**config.mk**
```make
export PLATFORM = sky130hd
export DESIGN_NAME = dgldpc_vnu_scheduler_flat
export DESIGN_NICKNAME = d
export VERILOG_FILES = /design/src/rtl/dgldpc_vnu_scheduler_if.sv /design/src/rtl/dgldpc_vnu_scheduler.sv /design/src/flat_wrapper.sv
export SDC_FILE = /design/constraint.sdc
export NUM_CORES = 1
export LEC_CHECK = 0
export ABC_AREA = 1
export BUFFER_PORTS_ARGS = -buffer_cell sky130_fd_sc_hd__buf_2
export CAP_MARGIN = 25
export CELL_PAD_IN_SITES_DETAIL_PLACEMENT = 0
export CELL_PAD_IN_SITES_GLOBAL_PLACEMENT = 1
export CORE_ASPECT_RATIO = 1.5
export CORE_MARGIN = 4
export CORE_UTILIZATION = 35
export DETAILED_ROUTE_END_ITERATION = 7
export PLACE_DENSITY = 0.84
export SYNTH_ARGS = -nofsm -noshare
export SYNTH_HDL_FRONTEND = slang
export SYNTH_SLANG_ARGS = --single-unit
```
**constraint.sdc**
```tcl
create_clock -name clk -period 2.58 [get_ports clk]
set_input_delay 0.387 -clock clk [delete_from_list [all_inputs] [get_ports clk]]
set_output_delay 0.387 -clock clk [all_outputs]
set_load 0.01 [all_outputs]
```
**src/rtl/dgldpc_vnu_scheduler_if.sv**
```systemverilog
// dgldpc_vnu_scheduler_if: node-memory read, shared-VNU and write-back buses
// between the scheduler (master) and the memory/VNU datapath (slave).
interface dgldpc_vnu_scheduler_if #(parameter int ADDR_W = 4);
    logic              o_rd_en;
    logic [ADDR_W-1:0] o_rd_addr;
    logic [7:0]        i_llr;
    logic [3:0][5:0]   i_c2v;
    logic [7:0]        o_vnu_llr;
    logic [3:0][5:0]   o_vnu_data;
    logic [4:0][8:0]   i_vnu_data;
    logic              o_wr_en;
    logic [ADDR_W-1:0] o_wr_addr;
    logic [3:0][8:0]   o_v2c;
    logic [8:0]        o_app;
    modport master (
        output o_rd_en, o_rd_addr, o_vnu_llr, o_vnu_data, o_wr_en, o_wr_addr, o_v2c, o_app,
        input  i_llr, i_c2v, i_vnu_data
    );
    modport slave (
        input  o_rd_en, o_rd_addr, o_vnu_llr, o_vnu_data, o_wr_en, o_wr_addr, o_v2c, o_app,
        output i_llr, i_c2v, i_vnu_data
    );
endinterface

```
**src/rtl/dgldpc_vnu_scheduler.sv**
```systemverilog
// dgldpc_vnu_scheduler: sweeps one shared combinational VNU over all variable nodes
// per iteration, tracks hard decisions and stops on iteration limit or convergence.
module dgldpc_vnu_scheduler #(
    parameter int N_VN   = 16,
    parameter int ADDR_W = 4,
    parameter int ITER_W = 5
) (
    input  logic              clk,
    input  logic              rst,
    input  logic              i_start,
    input  logic              i_abort,
    input  logic [ITER_W-1:0] i_n_iter,
    output logic              o_busy,
    output logic              o_done,
    output logic              o_converged,
    output logic [ITER_W-1:0] o_iter_used,
    output logic [N_VN-1:0]   o_hd_vec,
    dgldpc_vnu_scheduler_if.master bus
);
    typedef enum logic [2:0] {IDLE, SWEEP, DRAIN, CHECK, FIN} state_t;
    state_t            r_state, w_next;
    logic [ITER_W-1:0] r_limit, r_iter, w_iter_inc;
    logic [ADDR_W-1:0] r_addr, r_a0, r_a1;
    logic              r_v0, r_v1, r_changed;
    logic [N_VN-1:0]   r_hd;
    logic              w_hd, w_last, w_conv, w_stop;

    assign w_iter_inc = r_iter + 1'b1;
    assign w_last     = r_addr == ADDR_W'(N_VN - 1);
    assign w_hd       = bus.i_vnu_data[4][8];
    assign w_conv     = !r_changed && w_iter_inc >= ITER_W'(2);
    assign w_stop     = w_conv || w_iter_inc == r_limit;

    always_comb begin
        w_next        = r_state;
        o_busy        = r_state != IDLE;
        o_done        = r_state == FIN;
        bus.o_rd_en   = r_state == SWEEP;
        bus.o_rd_addr = r_addr;
        unique case (r_state)
            IDLE:    w_next = i_start ? SWEEP : IDLE;
            SWEEP:   w_next = w_last ? DRAIN : SWEEP;
            DRAIN:   w_next = (r_v0 || r_v1 || bus.o_wr_en) ? DRAIN : CHECK;
            CHECK:   w_next = w_stop ? FIN : SWEEP;
            FIN:     w_next = IDLE;
            default: w_next = IDLE;
        endcase
        if (i_abort) w_next = IDLE;
    end

    always_ff @(posedge clk) begin
        if (rst) begin
            r_state        <= IDLE;
            r_limit        <= '0;
            r_iter         <= '0;
            r_addr         <= '0;
            r_a0           <= '0;
            r_a1           <= '0;
            r_v0           <= 1'b0;
            r_v1           <= 1'b0;
            r_changed      <= 1'b0;
            r_hd           <= '0;
            o_converged    <= 1'b0;
            o_iter_used    <= '0;
            o_hd_vec       <= '0;
            bus.o_vnu_llr  <= '0;
            bus.o_vnu_data <= '0;
            bus.o_wr_en    <= 1'b0;
            bus.o_wr_addr  <= '0;
            bus.o_v2c      <= '0;
            bus.o_app      <= '0;
        end else begin
            r_state     <= w_next;
            r_v0        <= bus.o_rd_en && !i_abort;
            r_a0        <= r_addr;
            r_v1        <= r_v0 && !i_abort;
            r_a1        <= r_a0;
            bus.o_wr_en <= r_v1 && !i_abort;
            if (r_v0) begin
                bus.o_vnu_llr  <= bus.i_llr;
                bus.o_vnu_data <= bus.i_c2v;
            end
            // Stage 2: capture VNU result and fold the APP sign into the HD store
            if (r_v1) begin
                bus.o_v2c     <= bus.i_vnu_data[3:0];
                bus.o_app     <= bus.i_vnu_data[4];
                bus.o_wr_addr <= r_a1;
                r_hd[r_a1]    <= w_hd;
                if (w_hd != r_hd[r_a1]) r_changed <= 1'b1;
            end
            if (r_state == SWEEP) r_addr <= w_last ? '0 : r_addr + 1'b1;
            if (r_state != SWEEP && w_next == SWEEP) r_changed <= 1'b0;
            if (r_state == IDLE && w_next == SWEEP) begin
                r_limit     <= (i_n_iter == '0) ? ITER_W'(1) : i_n_iter;
                r_iter      <= '0;
                r_addr      <= '0;
                o_converged <= 1'b0;
                o_iter_used <= '0;
                o_hd_vec    <= '0;
            end
            if (r_state == CHECK && !i_abort) begin
                r_iter <= w_iter_inc;
                if (w_stop) begin
                    o_converged <= w_conv;
                    o_iter_used <= w_iter_inc;
                    o_hd_vec    <= r_hd;
                end
            end
        end
    end
endmodule

```
**src/flat_wrapper.sv**
```systemverilog
// flat-port wrapper written by rule: the top's interface ports become plain ports
module dgldpc_vnu_scheduler_flat 
#(
    parameter int N_VN   = 16,
    parameter int ADDR_W = 4,
    parameter int ITER_W = 5
)
  (clk, rst, i_start, i_abort, i_n_iter, o_busy, o_done, o_converged, o_iter_used, o_hd_vec, bus_o_rd_en, bus_o_rd_addr, bus_o_vnu_llr, bus_o_vnu_data, bus_o_wr_en, bus_o_wr_addr, bus_o_v2c, bus_o_app, bus_i_llr, bus_i_c2v, bus_i_vnu_data);
  dgldpc_vnu_scheduler_if #(.ADDR_W(ADDR_W)) bus_i ();
  input  logic clk;
  input  logic rst;
  input  logic i_start;
  input  logic i_abort;
  input  logic [ITER_W-1:0] i_n_iter;
  output logic o_busy;
  output logic o_done;
  output logic o_converged;
  output logic [ITER_W-1:0] o_iter_used;
  output logic [N_VN-1:0] o_hd_vec;
  output wire logic [$bits(bus_i.o_rd_en)-1:0] bus_o_rd_en;
  output wire logic [$bits(bus_i.o_rd_addr)-1:0] bus_o_rd_addr;
  output wire logic [$bits(bus_i.o_vnu_llr)-1:0] bus_o_vnu_llr;
  output wire logic [$bits(bus_i.o_vnu_data)-1:0] bus_o_vnu_data;
  output wire logic [$bits(bus_i.o_wr_en)-1:0] bus_o_wr_en;
  output wire logic [$bits(bus_i.o_wr_addr)-1:0] bus_o_wr_addr;
  output wire logic [$bits(bus_i.o_v2c)-1:0] bus_o_v2c;
  output wire logic [$bits(bus_i.o_app)-1:0] bus_o_app;
  input wire logic [$bits(bus_i.i_llr)-1:0] bus_i_llr;
  input wire logic [$bits(bus_i.i_c2v)-1:0] bus_i_c2v;
  input wire logic [$bits(bus_i.i_vnu_data)-1:0] bus_i_vnu_data;
  assign bus_o_rd_en = bus_i.o_rd_en;
  assign bus_o_rd_addr = bus_i.o_rd_addr;
  assign bus_o_vnu_llr = bus_i.o_vnu_llr;
  assign bus_o_vnu_data = bus_i.o_vnu_data;
  assign bus_o_wr_en = bus_i.o_wr_en;
  assign bus_o_wr_addr = bus_i.o_wr_addr;
  assign bus_o_v2c = bus_i.o_v2c;
  assign bus_o_app = bus_i.o_app;
  assign bus_i.i_llr = bus_i_llr;
  assign bus_i.i_c2v = bus_i_c2v;
  assign bus_i.i_vnu_data = bus_i_vnu_data;
  dgldpc_vnu_scheduler #(.N_VN(N_VN), .ADDR_W(ADDR_W), .ITER_W(ITER_W)) u_core (.clk(clk), .rst(rst), .i_start(i_start), .i_abort(i_abort), .i_n_iter(i_n_iter), .o_busy(o_busy), .o_done(o_done), .o_converged(o_converged), .o_iter_used(o_iter_used), .o_hd_vec(o_hd_vec), .bus(bus_i));
endmodule
```
; ---- Word-level counts from Yosys, hierarchy flattened
; Index checks and enable logic that the tools add are counted.
[classes]
addsub = 2
order_cmp = 3
n_eq_ne = 9
mux = 24
reduce_logical = 20
[ops]
columns = operator, count
row1 = $mux 16, 3
row2 = $mux 5, 6
row3 = $bwmux 16, 1
row4 = $pmux 3 s4, 1
row5 = $logic_and 1x1->1, 8
row6 = $mux 1, 7
row7 = $eq 3x1->1 const B, 2
row8 = $eq 3x2->1 const B, 2
row9 = $mux 3, 2
row10 = $add 5x1->5 const B, 1
row11 = $eq 5x5->1, 1
row12 = $ge 5x2->1 const B, 1
row13 = $logic_not 5->1, 1
row14 = $lt 4x5->1 const B, 1
row15 = $add 4x1->4 const B, 1
row16 = $bmux 1 s4, 1
row17 = $demux 1 s4, 1
row18 = $eq 4x4->1 const B, 1
row19 = $ge 4x1->1 const B, 1
row20 = $mux 4, 1
row21 = $reduce_or 2->1, 2
row22 = $eq 3x3->1 const B, 1
row23 = $logic_not 3->1, 1
row24 = $logic_or 1x1->1, 3
row25 = other kinds (7), 8
[word_totals]
regBits = 148
in_bits = 86
output_inout_bits = 111
elab_cells = 83

; ---- Logic depth before layout (Yosys ltp)
; Gate-level depths: netlist of the first run.
[logic_depth]
ltp_word = 12
depth_mapped = 16
depth_no_buf = 15

; ---- Least setup slack after synthesis of the first run
; Ideal clock, no wire load.
[synth_timing]
kind = reg2reg
start = register u_core.r_iter[1]
end = register u_core.o_hd_vec[10]
setup_ps = 113
arrival_ps = 1790
t_required_ps = 2467
setup_slack_ps = 676
path_stages_with_launch = 13
path_buffers = 1
synth_period_minus_slack_ps = 1904
cell_sequence = dfxtp_1 -> inv_1 -> ha_1 -> inv_1 -> nor2_1 -> nand3_1 -> o21bai_2 -> nand2_2 -> a21oi_4 -> nand3_2 -> nand2_4 -> buf_6 -> o21ai_2
[synth_between]
elab_chain_cells = 12
elab_cells_between_ends = 13
classes_between = add/sub (1) / order compare (1) / eq/ne (2) / mux (6) / reduce/logical (3)
[synth_lines]
columns = element, line
row1 = start: declaration, dgldpc_vnu_scheduler.sv:22  ; logic [ITER_W-1:0] r_limit, r_iter, w_iter_inc;
row2 = start signal: assignment, dgldpc_vnu_scheduler.sv:102  ; r_iter <= w_iter_inc;
row3 = $add 5x1->5 (*), dgldpc_vnu_scheduler.sv:28  ; assign w_iter_inc = r_iter + 1'b1;
row4 = $ge 5x2->1, dgldpc_vnu_scheduler.sv:31  ; assign w_conv = !r_changed && w_iter_inc >= ITER_W'(2);
row5 = $logic_and 1x1->1, dgldpc_vnu_scheduler.sv:31
row6 = $logic_or 1x1->1 (*), dgldpc_vnu_scheduler.sv:32  ; assign w_stop = w_conv || w_iter_inc == r_limit;
row7 = $mux 3, dgldpc_vnu_scheduler.sv:44  ; CHECK: w_next = w_stop ? FIN : SWEEP;
row8 = $pmux 3 s4, dgldpc_vnu_scheduler.sv:40  ; unique case (r_state)
row9 = $mux 3, dgldpc_vnu_scheduler.sv:48  ; if (i_abort) w_next = IDLE;
row10 = $eq 3x1->1, dgldpc_vnu_scheduler.sv:93  ; if (r_state == IDLE && w_next == SWEEP) begin
row11 = $logic_and 1x1->1, dgldpc_vnu_scheduler.sv:93
row12 = $mux 16, dgldpc_vnu_scheduler.sv:93
row13 = $mux 16, dgldpc_vnu_scheduler.sv:103  ; if (w_stop) begin
row14 = $mux 16 (*), dgldpc_vnu_scheduler.sv:101  ; if (r_state == CHECK && !i_abort) begin
row15 = end signal: assignment, dgldpc_vnu_scheduler.sv:106  ; o_hd_vec <= r_hd;
row16 = end: declaration, dgldpc_vnu_scheduler.sv:17  ; output logic [N_VN-1:0] o_hd_vec,
; Mark *: on every way between the ends. The rest lies on a longest branch, timed or not.
; A chain may end at the register's enable or synchronous reset.

; ---- Worst setup path after layout of the first run
[layout_timing]
start = register u_core.r_iter[1]
end = register u_core.o_hd_vec[12]
; The elaborated chain is that of the path after synthesis.

==> results of run 1 <==
[sequential cells by signal, summed over array words and instances, names as in the netlist]
| register | count |
|---|---|
| u_core.bus.o_app | 9 |
| u_core.bus.o_rd_addr | 4 |
| u_core.bus.o_v2c | 36 |
| u_core.bus.o_vnu_data | 24 |
| u_core.bus.o_vnu_llr | 8 |
| u_core.bus.o_wr_addr | 4 |
| u_core.bus.o_wr_en | 1 |
| u_core.o_converged | 1 |
| u_core.o_hd_vec | 16 |
| u_core.o_iter_used | 5 |
| u_core.r_a0 | 4 |
| u_core.r_a1 | 4 |
| u_core.r_changed | 1 |
| u_core.r_hd | 16 |
| u_core.r_iter | 5 |
| u_core.r_limit | 5 |
| u_core.r_state | 3 |
| u_core.r_v0 | 1 |
| u_core.r_v1 | 1 |
[cells by family (layout without fill, tap and decap cells)]
family | Yosys count | in the layout | synth area share
and+or+nand+nor | 323 | 323 | 0.234
adders and majority gates | 3 | 3 | 0.00666
other | 0 | 1 | 0
DFF | 148 | 148 | 0.525
buffers and inverters | 81 | 281 | 0.0603
AOI/OAI and AO/OA | 168 | 168 | 0.173
[path summary, 6_finish.rpt]
check                                           endpoint  slack (ps)
worst max-delay path                 u_core.o_hd_vec[12]         370
worst min register to register            u_core.r_a1[3]         400
worst min-delay path            u_core.bus.o_vnu_data[8]         190
worst max register to register       u_core.o_hd_vec[12]         370
[stage by stage]
step / setup slack (ps) / util / std cells / hold slack (ps) / power [mW]
detailed placement: 366 / 0.429 / 1093 / 398 / 2.61
CTS: 348 / 0.468 / 1125 / 175 / 5.22
finish: 367 / 0.470 / 1127 / 195 / 5.14
floorplan: 676 / - / 723 / 388 / 2.50
global placement: 428 / 0.429 / 1093 / 392 / 2.61
global route: 106 / 0.470 / 1127 / 179 / 5.35
[worst max-delay path, cell delays in order (launching register included)]
cell and delay [ps]:
dfxtp_1 440, inv_1 70, ha_1 320, inv_1 70, nand2_1 60, nand2_1 50
nor2_1 80, nand3_1 70, nor2_1 90, nand2_1 80, nand2_2 100, nand2_2 80
nor2_4 420, nand2_1 140, o21ai_2 80
[cell type report]
class / count / area, µm² / share of cell area
Antenna cell: 1 / 2.50 / 0.000338
Clock buffer: 17 / 425 / 0.0574
Clock inverter: 15 / 190 / 0.0257
Inverter: 42 / 158 / 0.0213
Multi-Input combinational cell: 494 / 2340 / 0.315
Sequential cell: 148 / 2960 / 0.400
Tap cell: 203 / 254 / 0.0343
Timing Repair Buffer: 207 / 1080 / 0.146
[synth_stat cells]
master      n
a21oi_1    31
nand2_4     1
nand3_1    13
a22oi_1     8
a311oi_1   14
dfxtp_1   148
buf_2       5
inv_1      40
o21ai_1     4
o21bai_2    1
nor3_1      8
a221oi_1    1
o22ai_1     2
nor3_4      1
buf_1       4
nand3_2     2
o21ai_2    10
a211oi_1    1
nor2_4      1
nand4_1     5
clkinv_1    1
buf_6       4
nand2_2     5
clkbuf_1   26
a21oi_4     1
nor4_1      1
o21ai_0    95
ha_1        3
nand2_1    95
inv_2       1
nor3_2      2
and3_1      1
nor2_1    188
[power groups by stage]
stage | clock network [mW] | logic (mW) | registers [mW]
after floorplan | 0 | 0.109 | 2.39
after global placement | 0 | 0.232 | 2.38
after detailed placement | 0 | 0.233 | 2.38
after CTS | 2.66 | 0.233 | 2.33
after global routing | 2.76 | 0.260 | 2.33
final | 2.58 | 0.232 | 2.33
[cells in the final DEF, fill, tap and decap left out, types with 4 or more instances in the layout]
cell       netlist  layout
nand3_1         13      13
nand2_2          5       5
a22oi_1          8       8
nor3_1           8       8
o21ai_2         10      10
nor2_1         188     188
nand2_1         95      95
a311oi_1        14      14
inv_6            0       6
dfxtp_1        148     148
buf_2            5     196
nand4_1          5       5
clkbuf_16        0      17
inv_1           40      39
a21oi_1         31      31
o21ai_1          4       4
o21ai_0         95      95
buf_4            0      10
[layer usage]
| metal | track usage | vias to the layer above | wire length, µm |
|---|---|---|---|
| li1 | - | 2752 | - |
| met1 | 0.198 | 2465 | 6640 |
| met2 | 0.303 | 134 | 8130 |
| met3 | 0.0511 | 14 | 923 |
| met4 | 0.0642 | 2 | 277 |
| met5 | 0 | - | 13 |
==> reports/results.txt, run 1 <==
Worst EP required - 2920 ps
Worst-Margin Slew - 593 ps
Kind of critical path - register to register
Synthesized flop and latch total - 148
Worst relative slew slack - 0.603
Worst r2r src - u_core.r_iter[1]
Overall routed net length - 16.0 mm
Synth cell types - 33
RSZ-0062 raised after global routing - false
Outcome - finished clean
Peak supply drop - 356 µV
Vias per std cell - 4.76
Clock Tree Buf Depth - 2
CTS HTree Levels - 4
DRC marker count from the first detailed-route iteration - 214
Pwr Density - 694 mW/mm²
Setup Viol. Count Final - 0
Tot GR Track Use - 0.173
Nets - 999
Crit share post-route - 0.858
Seq pwr share - 0.453
Share of layout cells above drive strength 1 - 0.287
Max-slew violation count - 0
Minimum clock period - 2210 ps
Crit start category - register
DR pass1 iterations - 5
Cell taking the most area after synthesis - dfxtp_1
PortBufs - 196
Initial Utilization - 0.358
HP Class - input port to register
Area after DPL - 0.00677 mm²
Mapped Area - 0.00564 mm²
CTS buffer count - 17
Vias in the first global route - 5176
Via count - 5367
Clk sink count - 148
Logic pwr share - 0.045
First-pass GRT wire length - 25.8 mm
CP endpoint kind - register
Number of max-cap violations - 0
Setup TNS Final - 0 ps
Placed wire-length estimate - 11.5 mm
Final GP Congestion - 0.819
Sw Ratio - 0.230
Root buf cell - clkbuf_16
Die Area - 0.0182 mm²
Internal power - 3.96 mW
DIE WIDTH - 112 µm
# DRC - 0
Design area - 0.00741 mm²
Crit path launch - u_core.r_iter[1]
Syn Nets - 812
Seq/Total Area, Yosys - 0.525
Crit Path Max Fanout - 22
Gr ovfl total - 0
Drt wl/cell - 14.2 µm
Area contributors post-synth - dfxtp_1 53%, nor2_1 13%, o21ai_0 8.4%, nand2_1 6.3%, a21oi_1 2.8%
Clock network fraction of total power - 0.502
CTS resizes - 0
Syn avg cell area - 7.80 µm²
Routed Antenna Nets - 0
Post-CTS setup buffer count - 0
CTS tree - done
CTS hold repair buffers - 0
Post-synth top area share - 0.525
Fillers - 1641
CP arrival - 2550 ps
FP Rows - 56
Sw Pwr - 1.18 mW
Core ar. - 0.0158 mm²
CTS clk-pin slew, worst paths - 70 ps
Hold path cells - 3
Leak - 3.59 nW
F_max - 452 MHz
Final Hold Fails - 0
Die Ht - 163 µm
Worst skew pair latency - 410 ps
Initial antenna violation count - 2
Layout Area Growth over Synthesis - 31.4%
Synth warnings - 0
HP Start - bus_i_c2v[8]
Largest net degree at the start of global routing - 45
IO Count - 197
Worst R2R Path Depth - 14
Synthesized netlist cell count - 723
Setup Skew - 14.2 ps
(Power assumes the default switching activity.)
==> inputs of run 2 (changes only) <==
CORE_UTILIZATION = 25   (was 35)
PLACE_DENSITY = 0.65   (was 0.84)
==> run 2 against run 1 <==
Compared with the run above:
- non-clock buffer count is 4 higher
- critical path depth decreased by 1
- register-to-register slack gained 50 ps
- sequential power about the same
- utilization decreased by 13 points
- routed wire length increased by 8.1%
- highest routed layer is now met4
- clock-buffer cell count is the same
- first-iteration DRC count rose by 15%
- die area grew 37%
- clock power decreased by 7%
- clock skew down 2.4 ps
- hold slack worse by 50 ps
==> reports/results.txt, run 2 (synthesized netlist as in run 1, its figures left out) <==
Flop-to-flop setup slack - 410 ps (+50 ps)
# diodes - 0 (-1)
FP Rows - 67 (+20%)
Worst R2R Path Depth - 13 (-1)
Crit share post-route - 0.840 (-0.0178)
Worst r2r src - u_core.r_iter[1]
Vias in the first global route - 5221 (+0.87%)
Setup TNS Final - 0 ps (unchanged)
CTS hold repair buffers - 0 (unchanged)
Max-slew violation count - 0 (unchanged)
Overall routed net length - 17.3 mm (+8.1%)
Drt wl/cell - 14.4 µm (+1.3%)
Clock Tree Buf Depth - 2 (unchanged)
Worst relative slew slack - 0.608 (+0.00487)
RSZ-0062 raised after global routing - false
DIE WIDTH - 131 µm (+17%)
Most frequent cells in the layout - 196 x buf_2, 188 x nor2_1, 147 x dfxtp_1, 95 x o21ai_0, 95 x nand2_1
Outcome - finished clean
Via count - 5315 (-0.97%)
Number of max-cap violations - 0 (unchanged)
PortBufs - 196 (unchanged)
Top Registers - u_core.bus.o_v2c x36, u_core.bus.o_vnu_data x24
CP max stage delay - 450 ps (about the same)
Final GP Congestion - 0.782 (-4.5%)
DRC marker count from the first detailed-route iteration - 246 (+15%)
Minimum clock period - 2170 ps (-45.8 ps)
Core ar. - 0.0223 mm² (+41%)
Die Area - 0.0251 mm² (+37%)
Total power - 4.98 mW (-3.1%)
Initial Utilization - 0.253 (-0.105)
Crit start category - register
DR pass1 iterations - 5 (unchanged)
Nets - 1003 (+0.40%)
CTS clk-pin slew, worst paths - 60 ps (about the same)
Peak supply drop - 449 µV (+26%)
CTS tree - done
F_max - 461 MHz (+2.1%)
Crit Path Max Fanout - 11 (-50%)
Hold path cells - 2 (-1)
Share of layout cells above drive strength 1 - 0.291 (+0.00415)
Pwr Density - 663 mW/mm² (-4.4%)
CP endpoint kind - register
IO Count - 197 (unchanged)
Register with the most flip-flops - u_core.bus.o_v2c
Fin util - 0.337 (-0.133)
First-pass GRT wire length - 27.4 mm (+6.3%)
CP arrival - 2520 ps (-30 ps)
Gr ovfl total - 0 (unchanged)
Max reg flops - 36 (unchanged)
Kind of critical path - register to register
Placed wire-length estimate - 12.5 mm (+9.3%)
Tot GR Track Use - 0.139 (-0.0335)
Worst EP required - 2930 ps (about the same)
Most common cell after layout, fill and taps aside - buf_2
Post-CTS setup buffer count - 0 (unchanged)
Die Ht - 192 µm (+17%)
Clk sink count - 148 (unchanged)
Initial antenna violation count - 0 (-2)
# DRC - 0 (unchanged)
Worst-Margin Slew - 586 ps (-7.27 ps)
Routed Antenna Nets - 0 (unchanged)
Layout Area Growth over Synthesis - 33.3%
Worst skew pair latency - 420 ps (about the same)
CTS HTree Levels - 4 (unchanged)
Vias per std cell - 4.42 (-7.2%)
Root buf cell - clkbuf_16
HP Start - i_abort
Worst Hold Endpoint - u_core.r_state[1]
Setup Viol. Count Final - 0 (unchanged)
Reg2reg end - u_core.r_limit[3]
Setup Skew - 11.8 ps (-2.43 ps)
CTS buffer count - 17 (unchanged)
CP cell instances - inv_1 > ha_1 > inv_1 > nor2_1 > nand3_1 > o21bai_2 > nand2_2 > a21oi_4 > nand3_2 > buf_4 > inv_1 > nand2_1 > a21oi_1
Largest net degree at the start of global routing - 56 (+24%)
Leak - 3.60 nW (+0.30%)
CP most frequent cell - inv_1
CP max stage cell - dfxtp_1
Final Hold Fails - 0 (unchanged)
CTS resizes - 0 (unchanged)
HP Class - input port to register
run 2: cell count changes in the layout (fill, tap and decap cells not counted), moves of 2 or more:
cell | before | now
buf_12 | 0 | 2
buf_4 | 10 | 12
bufinv_16 | 3 | 1
clkinv_4 | 0 | 6
inv_8 | 2 | 0
run 2: layer usage:
| metal | global-route usage | vias up | share of wire |
|---|---|---|---|
| li1 | - | 2758 | - |
| met1 | 0.155 | 2411 | 0.39 |
| met2 | 0.246 | 129 | 0.53 |
| met3 | 0.0476 | 17 | 0.059 |
| met4 | 0.0455 | 0 | 0.015 |
| met5 | 0 | - | 0 |
run 2: worst max path at each step:
stage                          start                   to  slack [ps]  depth (start not counted)
finish              u_core.r_iter[1]    u_core.r_limit[3]         410                         13
global route        u_core.r_iter[1]    u_core.r_limit[3]         180                         14
CTS                 u_core.r_iter[1]    u_core.r_limit[3]         400                         13
detailed placement  u_core.r_iter[1]    u_core.r_limit[3]         420                         13
global placement    u_core.r_iter[0]    u_core.r_limit[3]         460                         12
floorplan           u_core.r_iter[1]  u_core.o_hd_vec[10]         680                         12
run 2: power breakdown:
part	total, mW	internal, mW	switching (mW)
combinational	0.245	0.104	0.141
sequential	2.33	2.31	0.0165
clock	2.41	1.35	1.06
run 2: worst max-delay path, delay by kind of cell (launching register included):
| kind | cells | cell delay (ps) |
|---|---|---|
| AND/OR/NAND/NOR | 5 | 480 |
| flip-flops | 1 | 450 |
| buffers and inverters | 4 | 440 |
| AO/OA/AOI/OAI | 3 | 430 |
| adder cells (fa/ha/maj) | 1 | 310 |
run 2: cell type report:
| type | instances | area (µm²) |
|---|---|---|
| Fill cell | 2474 | 14800 |
| Tap cell | 276 | 345 |
| Clock inverter | 15 | 148 |
| Clock buffer | 17 | 425 |
| Multi-Input combinational cell | 494 | 2340 |
| Timing Repair Buffer | 211 | 1140 |
| Sequential cell | 148 | 2960 |
| Inverter | 42 | 158 |
run 2: metrics by stage:
step	hold WS (ps)	cell area, µm²	worst slack, ps	instances
floorplan	388	5640	676	723
global placement	397	6910	462	1170
detailed placement	400	6940	421	1171
CTS	116	7510	400	1203
global route	126	7510	182	1203
finish	144	7510	413	1203
==> inputs of run 3 (changes only) <==
ABC_AREA = 0   (was 1)
PLACE_DENSITY = 0.64   (was 0.65)
clock period = 1.98 ns   (was 2.58 ns; I/O delays follow)
==> run 3 against run 2 <==
Compared with the run above:
- the run now ends with negative setup slack left
- non-clock buffer count rose by 24
- register-to-register slack lost 420 ps
- die area increased by 2.4%
- combinational power is 29% higher
- critical endpoint is now u_core.o_hd_vec[9]
==> reports/results.txt, run 3 <==
Adder-Cell Fraction of Synth Area - 0.00649 (-0.000163)
Core ar. - 0.0226 mm² (+1.1%)
Number of flops mapped to enable cells by yosys - 0 (unchanged)
CTS clk-pin slew, worst paths - 70 ps (about the same)
DR pass1 iterations - 4 (-1)
IO Count - 197 (unchanged)
Area contributors post-synth - dfxtp_1 51%, mux2i_1 16%, nor2_1 7.5%, a32o_2 3.3%, a21oi_1 1.6%
Tot GR Track Use - 0.129 (-0.00984)
CTS hold repair buffers - 0 (unchanged)
Root buf cell - clkbuf_16
RSZ-0062 raised after global routing - true
Place WS - 2.14 ps (-419 ps)
Ys async rst share - 0 (unchanged)
Worst skew pair latency - 430 ps (about the same)
F_max - 503 MHz (+8.9%)
Kind of critical path - register to register
Worst EP required - 2300 ps (-630 ps)
Layout Area Growth over Synthesis - 38.6%
Synthesized flop and latch total - 148 (unchanged)
Fillers - 2352 (-4.9%)
Synthesized netlist cell count - 566 (-22%)
Failing checks - negative setup slack
CTS HTree Levels - 4 (unchanged)
Largest net degree at the start of global routing - 39 (-30%)
Gr ovfl total - 0 (unchanged)
Synth warnings - 0 (unchanged)
Drt wl/cell - 15.8 µm (+9.8%)
HP Class - input port to register
Max reg flops - 36 (unchanged)
Commonest cells in the netlist - 148 x dfxtp_1, 115 x nor2_1, 94 x mux2i_1
Placed cell count - 1033 (-12%)
First-pass GRT wire length - 26.4 mm (-3.6%)
Overall routed net length - 16.9 mm (-2.1%)
Initial antenna violation count - 0 (unchanged)
FP Rows - 67 (unchanged)
Final GP Congestion - 0.748 (-4.4%)
Clock Tree Buf Depth - 2 (unchanged)
# diodes - 0 (unchanged)
Crit start category - register
CTS tree - done
Top-count cell post-synth - dfxtp_1
Vias per std cell - 4.52 (+2.3%)
Most common cell after layout, fill and taps aside - buf_2
Max-slew violation count - 0 (unchanged)
Die Ht - 194 µm (+1.2%)
Post-Synth XOR/XNOR Area - 0.0175 (+0.0175)
Number of max-cap violations - 0 (unchanged)
Syn avg cell area - 10.2 µm² (+31%)
Multiplexer area fraction after synthesis - 0.174 (+0.174)
Worst-Margin Slew - 576 ps (-9.89 ps)
Main synth FF type - dfxtp_1
Crit Path Max Fanout - 6 (-5)
Crit share post-route - 1.00 (+0.165)
Pwr Density - 831 mW/mm² (+25%)
Most frequent cells in the layout - 195 x buf_2, 143 x dfxtp_1, 114 x nor2_1, 94 x mux2i_1, 35 x buf_4
DRC marker count from the first detailed-route iteration - 147 (-40%)
Via count - 4849 (-8.8%)
Syn Nets - 655 (-19%)
Nets - 874 (-13%)
Seq/Total Area, Yosys - 0.513 (-0.0129)
Setup Skew - 8.82 ps (-2.95 ps)
CP arrival - 2310 ps (-210 ps)
Placed wire-length estimate - 12.4 mm (-1.3%)
Initial Utilization - 0.256 (+0.00345)
Outcome - finished with violations
Minimum clock period - 1990 ps (-177 ps)
Post-synth top area share - 0.513 (-0.0129)
Vias in the first global route - 4962 (-5.0%)
Worst relative slew slack - 0.616 (+0.00804)
Largest family of logic cells by synthesized area - multiplexers
# DRC - 0 (unchanged)
Die Area - 0.0257 mm² (+2.4%)
CP endpoint kind - register
Post-synthesis compound-gate area fraction - 0.0913 (-0.0819)
CTS buffer count - 17 (unchanged)
Cell taking the most area after synthesis - dfxtp_1
PortBufs - 196 (unchanged)
Peak supply drop - 526 µV (+17%)
Share of layout cells above drive strength 1 - 0.391 (+0.100)
Leak - 3.50 nW (-2.7%)
Routed Antenna Nets - 0 (unchanged)
Final Hold Fails - 0 (unchanged)
Simple-gate share of the synthesized area - 0.163 (-0.0711)
Setup Viol. Count Final - 11 (+11)
Top Registers - u_core.bus.o_v2c x36, u_core.bus.o_vnu_data x24
Final WS setup - -9.76 ps (-423 ps)
Clk sink count - 148 (unchanged)
Final std cells w/o fill - 1073 (-11%)
Mapped Area - 0.00578 mm² (+2.5%)
Synth cell types - 55 (+67%)
Register with the most flip-flops - u_core.bus.o_v2c
DIE WIDTH - 132 µm (+1.2%)
-- run 3: cell types whose count changed in the layout (fill, tap and decap cells not counted), moves of 14 or more --
cell / previous run / this run
a311oi_1: 14 / 0
buf_4: 12 / 35
a32o_2: 0 / 17
inv_1: 38 / 5
o21ai_0: 95 / 11
nor2_1: 188 / 114
mux2i_1: 0 / 94
nand2_1: 95 / 22
-- run 3: layer usage --
metal,vias up,GRT usage,wire length (µm)
met3,23,0.0483,1120
met1,2283,0.138,6580
met5,-,0,0
met4,0,0.0490,318
li1,2411,-,-
met2,132,0.231,8910
-- run 3: stage by stage --
| stage | total power [mW] | cell area (µm²) | hold WS [ps] | util | TNS [ps] |
|---|---|---|---|---|---|
| finish | 6.66 | 8010 | 104 | 0.355 | -58.0 |
| global route | 6.90 | 8010 | 92.9 | 0.355 | -1030 |
| CTS | 6.76 | 7830 | 80.9 | 0.347 | 0 |
| detailed placement | 3.39 | 7210 | 431 | 0.320 | 0 |
| global placement | 3.39 | 7210 | 427 | 0.320 | 0 |
| floorplan | 3.24 | 5780 | 373 | - | 0 |
-- run 3: worst paths after layout --
| kind | depth (start not counted) | endpoint | slack [ps] | start |
|---|---|---|---|---|
| max | 7 | u_core.o_hd_vec[9] | -10 | u_core.r_iter[1] |
| min | 3 | u_core.bus.o_vnu_llr[3] | 100 | bus_i_llr[3] |
| max reg2reg | 7 | u_core.o_hd_vec[9] | -10 | u_core.r_iter[1] |
| min reg2reg | 1 | u_core.r_a1[3] | 440 | u_core.r_a0[3] |
-- run 3: layout make-up --
class | count | area [µm²] | share of cell area
multi-input combinational | 377 | 2720 | 0.340
timing repair buffer | 235 | 1340 | 0.167
inverter | 6 | 25.0 | 0.00312
sequential | 148 | 2970 | 0.371
tap | 276 | 345 | 0.0431
clock buffer | 19 | 464 | 0.0579
clock inverter | 12 | 143 | 0.0178
-- run 3: timing repair --
action,4_1_cts,5_1_grt
gates cloned,0,5
setup endpoints to repair,21,24
setup buffers,0,4
resized for setup,2,14
pin swaps,1,10
-- run 3: report_power, final --
group	leakage [nW]	internal, mW	switching, mW
Combinational	2.02	0.147	0.168
Clock	0.285	1.98	1.35
Sequential	1.20	3.00	0.0155
Total	3.50	5.12	1.53
-- run 3: worst max-delay path, stage by stage, from the launching register on --
cell and delay (ps):
dfxtp_4 360, ha_4 180, and3b_1 160, or3_4 340
a41oi_4 240, o21ai_4 140, clkbuf_16 200, a32o_2 250
-- run 3: kinds of logic after synthesis --
group	count (synthesis)
AND/OR/NAND/NOR	200
flip-flops	148
multiplexers	97
AO/OA/AOI/OAI	65
buffers and inverters	43
XOR/XNOR	10
adder cells (fa/ha/maj)	3
